## src/rtl/ex_issue.sv

```systemverilog
// Single-slot issue stage: registers one operation onto the ALU, holds it for
// its EXEC cycles and presents the result. Optional forwarding: EX_ISSUE_FWD_EN.
module ex_issue #(
    parameter int MUL_CYCLES = 3
) (
    input  logic        clock,
    input  logic        reset,
    input  logic        flush,
    input  logic        in_valid,
    output logic        in_ready,
    input  logic [1:0]  in_opcode,
    input  logic [31:0] in_a,
    input  logic [31:0] in_b,
    input  logic        in_fwd_a,
    input  logic        in_fwd_b,
    output logic [1:0]  alu_opcode,
    output logic [31:0] alu_a,
    output logic [31:0] alu_b,
    input  logic [31:0] alu_result,
    output logic        out_valid,
    input  logic        out_ready,
    output logic [31:0] out_result,
    output logic        out_err
);

    typedef enum logic [1:0] {IDLE, EXEC, DONE} state_t;

    localparam logic [1:0] OP_MUL = 2'b10;
    localparam logic [1:0] OP_RSV = 2'b11;
    localparam logic [3:0] MUL_LOAD = 4'(MUL_CYCLES - 1);

    state_t      state, state_nxt;
    logic [3:0]  cnt;
    logic        accept, complete, hs;
    logic [31:0] opnd_a, opnd_b;

    always_ff @(posedge clock or posedge reset) begin
        if (reset) state <= IDLE;
        else       state <= state_nxt;
    end

    always_comb begin
        state_nxt = state;
        if (flush) begin
            state_nxt = IDLE;
        end else begin
            case (state)
                IDLE:    if (accept) state_nxt = EXEC;
                EXEC:    if (cnt == 4'd0) state_nxt = DONE;
                DONE:    if (out_ready) state_nxt = accept ? EXEC : IDLE;
                default: state_nxt = IDLE;
            endcase
        end
    end

    always_comb begin
        in_ready = ((state == IDLE) || ((state == DONE) && out_ready)) && !flush;
        accept   = in_valid && in_ready;
        complete = (state == EXEC) && (cnt == 4'd0) && !flush;
        hs       = out_valid && out_ready && !flush;
    end

`ifdef EX_ISSUE_FWD_EN
    logic [31:0] fwd, fwd_src;

    // A handshake in the accept cycle forwards the result completing right now.
    assign fwd_src = hs ? out_result : fwd;

    always_comb begin
        opnd_a = in_fwd_a ? fwd_src : in_a;
        opnd_b = in_fwd_b ? fwd_src : in_b;
    end

    always_ff @(posedge clock or posedge reset) begin
        if (reset)   fwd <= '0;
        else if (hs) fwd <= out_result;
    end
`else
    logic unused_fwd;
    assign unused_fwd = in_fwd_a ^ in_fwd_b;

    always_comb begin
        opnd_a = in_a;
        opnd_b = in_b;
    end
`endif

    always_ff @(posedge clock or posedge reset) begin
        if (reset) begin
            cnt        <= '0;
            alu_opcode <= '0;
            alu_a      <= '0;
            alu_b      <= '0;
            out_valid  <= 1'b0;
            out_result <= '0;
            out_err    <= 1'b0;
        end else begin
            if (accept) begin
                alu_opcode <= in_opcode;
                alu_a      <= opnd_a;
                alu_b      <= opnd_b;
                cnt        <= (in_opcode == OP_MUL) ? MUL_LOAD : 4'd0;
            end else if ((state == EXEC) && (cnt != 4'd0)) begin
                cnt <= cnt - 4'd1;
            end

            // Flush outranks completion; a completed output drops on handshake.
            if (flush) begin
                out_valid <= 1'b0;
                out_err   <= 1'b0;
            end else if (complete) begin
                out_valid  <= 1'b1;
                out_result <= (alu_opcode == OP_RSV) ? 32'd0 : alu_result;
                out_err    <= (alu_opcode == OP_RSV);
            end else if (hs) begin
                out_valid <= 1'b0;
            end
        end
    end

endmodule

```

## config.mk

```make
export PLATFORM = sky130hd
export DESIGN_NAME = ex_issue
export DESIGN_NICKNAME = d
export VERILOG_FILES = /design/src/rtl/ex_issue.sv
export SDC_FILE = /design/constraint.sdc
export NUM_CORES = 1
export LEC_CHECK = 0
export CORE_ASPECT_RATIO = 0.5
export CORE_MARGIN = 1
export CORE_UTILIZATION = 44
export CTS_CLUSTER_DIAMETER = 100
export DETAILED_ROUTE_END_ITERATION = 16
export GPL_ROUTABILITY_DRIVEN = 0
export PLACE_DENSITY = 0.89
export REMOVE_ABC_BUFFERS = 1
export SLEW_MARGIN = 5
export SYNTH_ARGS = -nofsm -noshare
export SYNTH_HDL_FRONTEND = slang
export SYNTH_SLANG_ARGS = --single-unit
```

## constraint.sdc

```tcl
create_clock -name clock -period 8.7 [get_ports clock]
set_input_delay 1.74 -clock clock [delete_from_list [all_inputs] [get_ports clock]]
set_output_delay 1.74 -clock clock [all_outputs]
set_load 0.02 [all_outputs]
```

==> impl_metrics.csv, run 1 <==
group,metric,value,unit
outcome,status,"finished clean",
synthesis,synth.avg_cell_area,13.32,sq um
timing,tightestPinTransition,1.121,ns
layout,diodes,0,
setup_path,crit_path_end,"in_ready",
job,cap_violations,0,
synthesis,synth.area.top_cells,"dfrtp_1 61%, mux2_2 17%, mux2i_1 7.9%",
synthesis,ys_seq_elements,106,
place,portBuffers,203,
clock_tree,ctsResizeCount,0,
clock_tree,htreeDepth,3,
floorplanning,dieArea,0.01027,sq mm
setup_path,crit_start,"flush",
route,drt-total-wl,10.57,mm
floorplanning,die_w,142.3,um
global_route,antenna_found_initial,0,
timing,rsz0062_at_grt,"no",
global_route,grt_usage,0.2122,
synthesis,yosys.area.top_type_share,0.6125,
layout,design_area,0.006773,sq mm
timing,finClkSkew,0.005339,ns
synthesis,yosysMostFrequentCell,"dfrtp_1",
power_and_ir_drop,combPwrFrac,0.448,
power_and_ir_drop,power_frac_clock,0.192,
place,post_dp_cell_area,0.006465,sq mm
timing,setup_viol,0,
synthesis,seq_area_frac_synth,0.6125,
clock_tree,post_cts.repair.setup_buffers,0,
setup_path,cp.depth,4,
place,post-place-ws,3.602,ns
floorplanning,core_area,0.009509,sq mm
synthesis,synthFlopType,"dfrtp_1",
global_route,grt_pass1_wl,16.46,mm
floorplanning,rows,25,
floorplanning,start_util,0.4554,
setup_path,crit_path_start_kind,"input pin",
timing,slew_violations,0,
power_and_ir_drop,p_leak,2.899,nW
power_and_ir_drop,cellInternalPower,1.451,mW
setup_path,cpPeakStageDelay,0.62,ns
timing,period_share,0.5886,
layout,area_growth,56.40,%
place,dp_hpwl,7.429,mm
setup_path,crit_buf_inv,2,
clock_tree,numCtsBuffers,9,
synthesis,yosysTopAreaCell,"dfrtp_1",
synthesis,synth_edf_count,0,
setup_path,r2r_cells,6,
synthesis,synth_cell_types,26,
setup_path,worstPathRequired,6.96,ns
timing,finalHoldViolations,0,
route,drc_errors,0,
timing,relSlewSlack,0.2505,
clock_tree,cts_sinks,106,
synthesis,ys_warn_count,0,
route,viasPerCell,4.736,
power_and_ir_drop,power_frac_seq,0.360,
global_route,grt_pass1_vias,3330,
layout,fillers,697,
timing,layout_setup_ws,3.579,ns
setup_path,crit_path_top_delay_cell,"clkdlybuf4s50_1",
clock_tree,cts.path.max_buffers,2,
setup_path,path_class,"input pin to primary output",
clock_tree,worst_skew_pair.late_latency,0.34,ns
clock_tree,cts-root-buf,"clkbuf_16",
setup_path,cp.arrival,3.38,ns
layout,finalNetCount,635,
synthesis,async_flop_share,1.000,
power_and_ir_drop,p_total,2.215,mW
synthesis,synth_common_cells,"106 x dfrtp_1, 66 x mux2_2, 36 x inv_1",
power_and_ir_drop,ir_drop,145.9,uV
route,num_vias,3154,
floorplanning,die-height,72.15,um
setup_path,cp-end-kind,"primary output",
clock_tree,cts_tree,"done",
setup_path,rr_endpoint,"out_result[12]",
power_and_ir_drop,swShare,0.3450,
worst_hold_path,hold_path.class,"register to register",
clock_tree,holdBufCountCts,0,
setup_path,rrSetupSlack,6.29,ns
route,avgRoutedWirePerCell,15.86,um
timing,tns,0,ns
global_route,grt.overflow.total,0,
route,ant_nets,0,
global_route,grt_max_degree,65,
power_and_ir_drop,power-per-cell-area,327.0,mW/mm^2
synthesis,syn_area,0.004330,sq mm
setup_path,cp_cell_sequence,"clkdlybuf4s50_1 > or2_1 > nor2_1 > clkdlybuf4s50_1",
setup_path,critPathTopFamily,"buffers and inverters",
setup_path,cp_common_cell,"clkdlybuf4s50_1",
timing,clock.fmax,195.3,MHz
route,drtPass1Iterations,4,
power_and_ir_drop,p_switching,0.7641,mW
setup_path,r2r_start,"cnt[0]",
clock_tree,clk_pin_slew,0.07,ns
floorplanning,io_pins,206,
route,initialDrtViolationCount,170,
timing,layout_min_cycle_time,5.121,ns
layout,drive_gt1_frac,0.1601,
setup_path,cp_max_fo,7,
synthesis,syn_inst,325,
-- kinds of logic (layout without fill, tap and decap cells) --
kind of cell / count (synthesis) / after routing / share of synthesized area
fa+ha+maj: 2 / 2 / 0.005778
buf+inv: 50 / 256 / 0.05374
flops: 106 / 106 / 0.6125
mux: 100 / 100 / 0.2502
compound gates: 11 / 11 / 0.01502
simple gates: 56 / 56 / 0.06270
-- metrics by stage --
step | utilization | hold slack, ns | std cells
after floorplan | - | 0.4632 | 311
after global placement | 0.6799 | 0.4886 | 652
after detailed placement | 0.6799 | 0.4940 | 652
after CTS | 0.7122 | 0.5085 | 666
after global routing | 0.7122 | 0.5200 | 666
final | 0.7122 | 0.5065 | 666
-- sequential cells by signal, summed over array words and instances (netlist names) --
| name | count |
|---|---|
| alu_opcode | 2 |
| cnt | 4 |
| state | 2 |
| out_result | 32 |
| alu_b | 32 |
| out_valid | 1 |
| out_err | 1 |
| alu_a | 32 |
-- how the worst min path moves through the flow --
stage | cells after the start | endpoint | slack [ns] | startpoint
3_3_place_gp | 1 | alu_a[7] | 0.49 | alu_a[7]
5_1_grt | 1 | alu_a[25] | 0.52 | alu_a[25]
2_1_floorplan | 1 | cnt[3] | 0.46 | cnt[3]
4_1_cts | 1 | alu_b[31] | 0.51 | alu_b[31]
6_report | 1 | alu_a[30] | 0.51 | alu_a[30]
3_5_place_dp | 1 | alu_b[31] | 0.49 | alu_b[31]
-- routing by layer --
layer  track usage  vias to the layer above  share of wire
met5             0                        -              0
met4       0.05496                        0          0.015
met3       0.06007                       15          0.043
met2        0.4085                       75           0.55
met1        0.2322                     1585           0.39
li1              -                     1479              -
-- power by group through the flow --
stage | logic [mW] | clock network [mW] | registers (mW)
final | 0.992 | 0.426 | 0.797
after global placement | 0.976 | 0 | 0.787
after floorplan | 0.265 | 0 | 1.02
after global routing | 1.05 | 0.455 | 0.822
after detailed placement | 0.997 | 0 | 0.801
after CTS | 1.00 | 0.435 | 0.797
-- final cells by class --
cell class,instances,area (sq um),area share
Multi-Input combinational cell,169,1451,0.2143
Tap cell,135,168.9,0.02494
Sequential cell,106,2653,0.3916
Clock inverter,3,65.06,0.009606
Clock buffer,11,242.7,0.03584
Timing Repair Buffer,206,2054,0.3033
Inverter,36,137.6,0.02032
-- worst register-to-register path, stage by stage, from the launching register on --
cell     delay [ns]
dfrtp_1        0.40
inv_1          0.11
ha_1           0.18
or3b_1         0.49
nor3_4         0.36
buf_4          0.48
mux2i_1        0.30
-- layout by cell type (no fill, tap or decap), drive strengths merged --
| cell | count |
|---|---|
| clkdlybuf4s50 | 203 |
| dfrtp | 106 |
| mux2 | 66 |
| inv | 36 |
| nand2 | 34 |
| mux2i | 34 |
| clkbuf | 11 |
| a21oi | 5 |
| nand2b | 4 |
| nand3 | 4 |
| o31ai | 4 |
| nor2b | 3 |
| buf | 3 |
| nor3 | 3 |
| nor2 | 2 |
| o21ai | 2 |
| ha | 2 |
| bufinv | 2 |
| or3b | 1 |
| nor3b | 1 |
| or2 | 1 |
| or3 | 1 |
| and3 | 1 |
| nand4 | 1 |
| clkinv | 1 |
(Power assumes the default switching activity.)
==> run 2, diff against run 1 <==
Settings changed: CORE_UTILIZATION 44 to 37, PLACE_DENSITY 0.89 to 0.81.
Clock period 8.7 ns to 4.35 ns, I/O delays scaled along.
==> run 2 against run 1 <==
Against the previous run:
- combinational power is 99% higher
- register-to-register slack worse by 4.3 ns
- cell area is 0.48% higher
- via count is 1.6% lower
- sequential power is 98% higher
- wire length is 4.3% lower
- die area is 19% higher
- worst hold slack worse by 0.0093 ns
- clock skew hardly changed
- clock-buffer cell count is 1 higher
- first-iteration DRC count is 9.4% higher
- critical path type unchanged
- largest power group unchanged
==> impl_metrics.csv, run 2 (synthesized netlist as in run 1, its figures left out) <==
group,metric,value,unit
outcome,status,"finished clean",
floorplanning,rows,27,
route,initialDrtViolationCount,186,
setup_path,cp.arrival,2.53,ns
setup_path,cpPeakStageDelay,0.62,ns
route,num_vias,3105,
power_and_ir_drop,p_total,4.321,mW
clock_tree,cts_tree,"done",
setup_path,crit_path_start_kind,"input pin",
timing,tns,0,ns
place,dp_hpwl,7.176,mm
floorplanning,die_w,155.0,um
timing,rsz0062_at_grt,"no",
power_and_ir_drop,ir_drop,229.9,uV
power_and_ir_drop,power-per-cell-area,634.9,mW/mm^2
route,ant_nets,0,
setup_path,cp-end-kind,"primary output",
clock_tree,clk_pin_slew,0.07,ns
layout,finalNetCount,637,
timing,clock.fmax,294.4,MHz
setup_path,cp_cell_sequence,"clkdlybuf4s50_1 > or2_1 > nor2_1 > clkdlybuf4s50_1",
timing,whs,0.4972,ns
clock_tree,cts_sinks,106,
global_route,antenna_found_initial,0,
layout,fillers,922,
place,dp.cells,678,
timing,tightestPinTransition,1.086,ns
global_route,grt.overflow.total,0,
floorplanning,core_area,0.01118,sq mm
place,post-place-ws,0.9590,ns
layout,top_regs,"alu_a x32, alu_b x32, out_result x32",
route,drt-total-wl,10.11,mm
place,portBuffers,203,
worst_hold_path,whs_path_depth,1,
clock_tree,worst_skew_pair.late_latency,0.34,ns
floorplanning,start_util,0.3873,
clock_tree,htreeDepth,3,
job,cap_violations,0,
layout,fin_cells,694,
power_and_ir_drop,p_leak,2.899,nW
floorplanning,die-height,78.50,um
layout,design_area,0.006805,sq mm
global_route,grt_pass1_wl,16.24,mm
route,avgRoutedWirePerCell,14.56,um
timing,relSlewSlack,0.2740,
layout,layout_common_cells,"203 x clkdlybuf4s50_1, 106 x dfrtp_1, 66 x mux2_2, 35 x inv_1",
layout,area_growth,57.15,%
clock_tree,cts-root-buf,"clkbuf_16",
route,drc_errors,0,
layout,diodes,0,
setup_path,rrSetupSlack,1.96,ns
timing,slew_violations,0,
timing,period_share,0.7810,
global_route,grt_max_degree,55,
setup_path,path_class,"input pin to primary output",
worst_hold_path,hold_path.class,"register to register",
global_route,grt_usage,0.1713,
setup_path,crit_path_top_delay_cell,"clkdlybuf4s50_1",
place,post_dp_cell_area,0.006523,sq mm
layout,final_common_cell,"clkdlybuf4s50_1",
clock_tree,numCtsBuffers,9,
layout,drive_gt1_frac,0.1664,
clock_tree,cts.path.max_buffers,2,
clock_tree,ctsResizeCount,0,
timing,layout_setup_ws,0.9528,ns
clock_tree,post_cts.repair.setup_buffers,0,
timing,finalHoldViolations,0,
timing,setup_viol,0,
global_route,grt_pass1_vias,3196,
floorplanning,io_pins,206,
timing,finClkSkew,0.005049,ns
setup_path,worstPathRequired,3.48,ns
timing,layout_min_cycle_time,3.397,ns
layout,fin_util,0.6086,
setup_path,cp_common_cell,"clkdlybuf4s50_1",
setup_path,cp_max_fo,7,
route,drtPass1Iterations,4,
setup_path,r2r_cells,6,
clock_tree,holdBufCountCts,0,
floorplanning,dieArea,0.01217,sq mm
route,viasPerCell,4.474,
==> run 2: cell types whose count changed in the layout (fill, tap and decap cells not counted), sizes merged <==
cell	change
bufinv	-2
clkinvlp	+1
clkbuf	+1
buf	+2
clkinv	+2
==> run 2: final timing paths <==
check,start,endpoint
max in group asynchronous,reset,alu_b[8]
setup reg to reg,cnt[0],out_result[9]
hold reg to reg,cnt[3],cnt[3]
min in group asynchronous,reset,alu_a[12]
hold / removal,cnt[3],cnt[3]
setup / recovery,flush,in_ready
==> run 2: critical path, delay by kind of cell <==
kind / cells / cell delay (ns)
buf+inv: 2 / 1.18
simple gates: 2 / 0.47
==> run 2: cell type report <==
class / count / area, sq um / area share
clock buffer: 12 / 256.5 / 0.03769
clock inverter: 4 / 26.28 / 0.003861
inverter: 36 / 137.6 / 0.02022
multi-input combinational: 169 / 1451 / 0.2133
sequential: 106 / 2653 / 0.3898
tap: 159 / 198.9 / 0.02923
timing repair buffer: 208 / 2082 / 0.3059
==> run 2: metal layers <==
metal	wire length (um)	part of all wire	vias up	global-route usage
met1	4238	0.42	1532	0.2034
met2	5239	0.52	85	0.3045
li1	-	-	1481	-
met3	529	0.052	7	0.05025
met4	100	0.0099	0	0.04554
met5	0	0	-	0
==> run 2: power breakdown <==
group	total, mW	internal [mW]	leakage (nW)	switching, mW
Clock	0.777	0.419	0.139	0.357
Combinational	1.97	1.02	1.51	0.950
Sequential	1.58	1.37	1.25	0.204
Total	4.32	2.81	2.90	1.51
==> run 3, diff against run 2 <==
Clock period 4.35 ns to 2.95 ns, I/O delays scaled along.
==> run 3 against run 2 <==
Against the previous run:
- critical path type unchanged
- sequential power up 47%
- clock power up 63%
- register-to-register slack worse by 1.1 ns
- global-route usage about the same
- clock-buffer cell count down 1
==> impl_metrics.csv, run 3 (synthesized netlist as in run 1, its figures left out) <==
group,metric,value,unit
outcome,status,"finished clean",
layout,fin_cells,695,
timing,whs,0.5053,ns
clock_tree,holdBufCountCts,0,
global_route,grt_max_degree,75,
layout,area_growth,58.28,%
clock_tree,post_cts.repair.setup_buffers,0,
worst_hold_path,min_to,"alu_b[22]",
setup_path,path_class,"input pin to primary output",
place,dp.cells,679,
route,avgRoutedWirePerCell,14.46,um
route,dr_wl_met3,602,um
power_and_ir_drop,power-per-cell-area,948.5,mW/mm^2
setup_path,cpPeakStageDelay,0.56,ns
global_route,grt_pass1_vias,3351,
layout,top_regs,"alu_a x32, alu_b x32, out_result x32",
timing,rsz0062_at_grt,"no",
floorplanning,die_w,155.0,um
timing,finClkSkew,0.007168,ns
job,cap_violations,0,
setup_path,crit_path_top_delay_cell,"clkdlybuf4s50_1",
power_and_ir_drop,ir_drop,407.1,uV
global_route,grt_usage,0.1712,
floorplanning,rows,27,
timing,clock.fmax,377.2,MHz
global_route,antenna_found_initial,0,
layout,final_common_cell,"clkdlybuf4s50_1",
clock_tree,clk_pin_slew,0.07,ns
place,dp_hpwl,7.107,mm
setup_path,cp_cell_sequence,"clkdlybuf4s50_1 > nor2b_1 > nor2_1 > clkdlybuf4s50_1",
clock_tree,numCtsBuffers,9,
route,initialDrtViolationCount,145,
route,drc_errors,0,
layout,layout_common_cells,"203 x clkdlybuf4s50_1, 106 x dfrtp_1, 66 x mux2_2, 35 x inv_1",
timing,layout_min_cycle_time,2.651,ns
setup_path,crit_path_start_kind,"input pin",
route,highest_layer,"met4",
timing,relSlewSlack,0.6999,
route,ant_nets,0,
place,portBuffers,203,
timing,period_share,0.8986,
route,drt-met1-wl,4.065,mm
clock_tree,ctsResizeCount,0,
setup_path,rr_endpoint,"out_result[19]",
setup_path,crit_start,"out_ready",
setup_path,cp_common_cell,"clkdlybuf4s50_1",
timing,setup_viol,0,
floorplanning,io_pins,206,
setup_path,worstPathRequired,2.36,ns
layout,finalNetCount,638,
route,drtPass1Iterations,4,
route,num_vias,3096,
route,viasPerCell,4.455,
setup_path,r2r_start,"cnt[0]",
setup_path,cp_max_fo,5,
clock_tree,cts_sinks,106,
timing,slew_violations,0,
power_and_ir_drop,p_leak,2.924,nW
setup_path,r2r_cells,6,
setup_path,rrSetupSlack,0.87,ns
worst_hold_path,hold_start,"alu_b[22]",
route,drt-total-wl,10.05,mm
layout,drive_gt1_frac,0.1660,
layout,diodes,0,
global_route,grt_pass1_wl,16.37,mm
worst_hold_path,whs_path_depth,1,
global_route,grt.overflow.total,0,
timing,tightestPinTransition,0.4492,ns
setup_path,cp-end-kind,"primary output",
layout,fin_util,0.6130,
clock_tree,cts_tree,"done",
worst_hold_path,hold_path.class,"register to register",
timing,finalHoldViolations,0,
clock_tree,cts.path.max_buffers,2,
floorplanning,dieArea,0.01217,sq mm
route,met2_length,5.285,mm
clock_tree,htreeDepth,3,
floorplanning,core_area,0.01118,sq mm
floorplanning,die-height,78.50,um
floorplanning,start_util,0.3873,
clock_tree,cts-root-buf,"clkbuf_16",
clock_tree,worst_skew_pair.late_latency,0.34,ns
setup_path,cp.arrival,2.06,ns
-- run 3: power by group --
group | switching, mW | internal (mW)
logic | 1.40 | 1.50
registers | 0.302 | 2.03
clock network | 0.523 | 0.744
total | 2.23 | 4.27
-- run 3: worst max-delay path by stage --
stage          slack, ns  endpoint
2_1_floorplan      -0.99  alu_a[0]
4_1_cts             0.30  in_ready
5_1_grt             0.21  in_ready
6_report            0.30  in_ready
3_5_place_dp        0.30  in_ready
3_3_place_gp        0.31  in_ready
-- run 3: routing by layer --
| metal | vias up | GRT usage |
|---|---|---|
| li1 | 1488 | - |
| met1 | 1512 | 0.1911 |
| met5 | - | 0 |
| met2 | 86 | 0.3171 |
| met3 | 10 | 0.05246 |
| met4 | 0 | 0.04752 |
-- run 3: per-stage QoR --
step	instance area (sq um)	TNS (ns)	power, mW	setup WS, ns
2_1_floorplan	4233	-110.32	3.799	-0.9892
3_3_place_gp	6543	0	5.212	0.3116
3_5_place_dp	6543	0	5.291	0.3023
4_1_cts	6854	0	6.592	0.3008
5_1_grt	6854	0	6.860	0.2071
6_report	6854	0	6.501	0.2991
-- run 3: layout make-up --
type                            instances  area [sq um]
Timing Repair Buffer                  209          2102
Fill cell                             872          4328
Clock inverter                          5         78.83
Multi-Input combinational cell        169          1451
Tap cell                              159         198.9
Inverter                               36         137.6
Clock buffer                           11         232.7
Sequential cell                       106          2653
-- run 3: critical path: cells and delay by family --
family | cells | cell delay (ns)
buffers and inverters | 2 | 0.99
and+or+nand+nor | 2 | 0.48
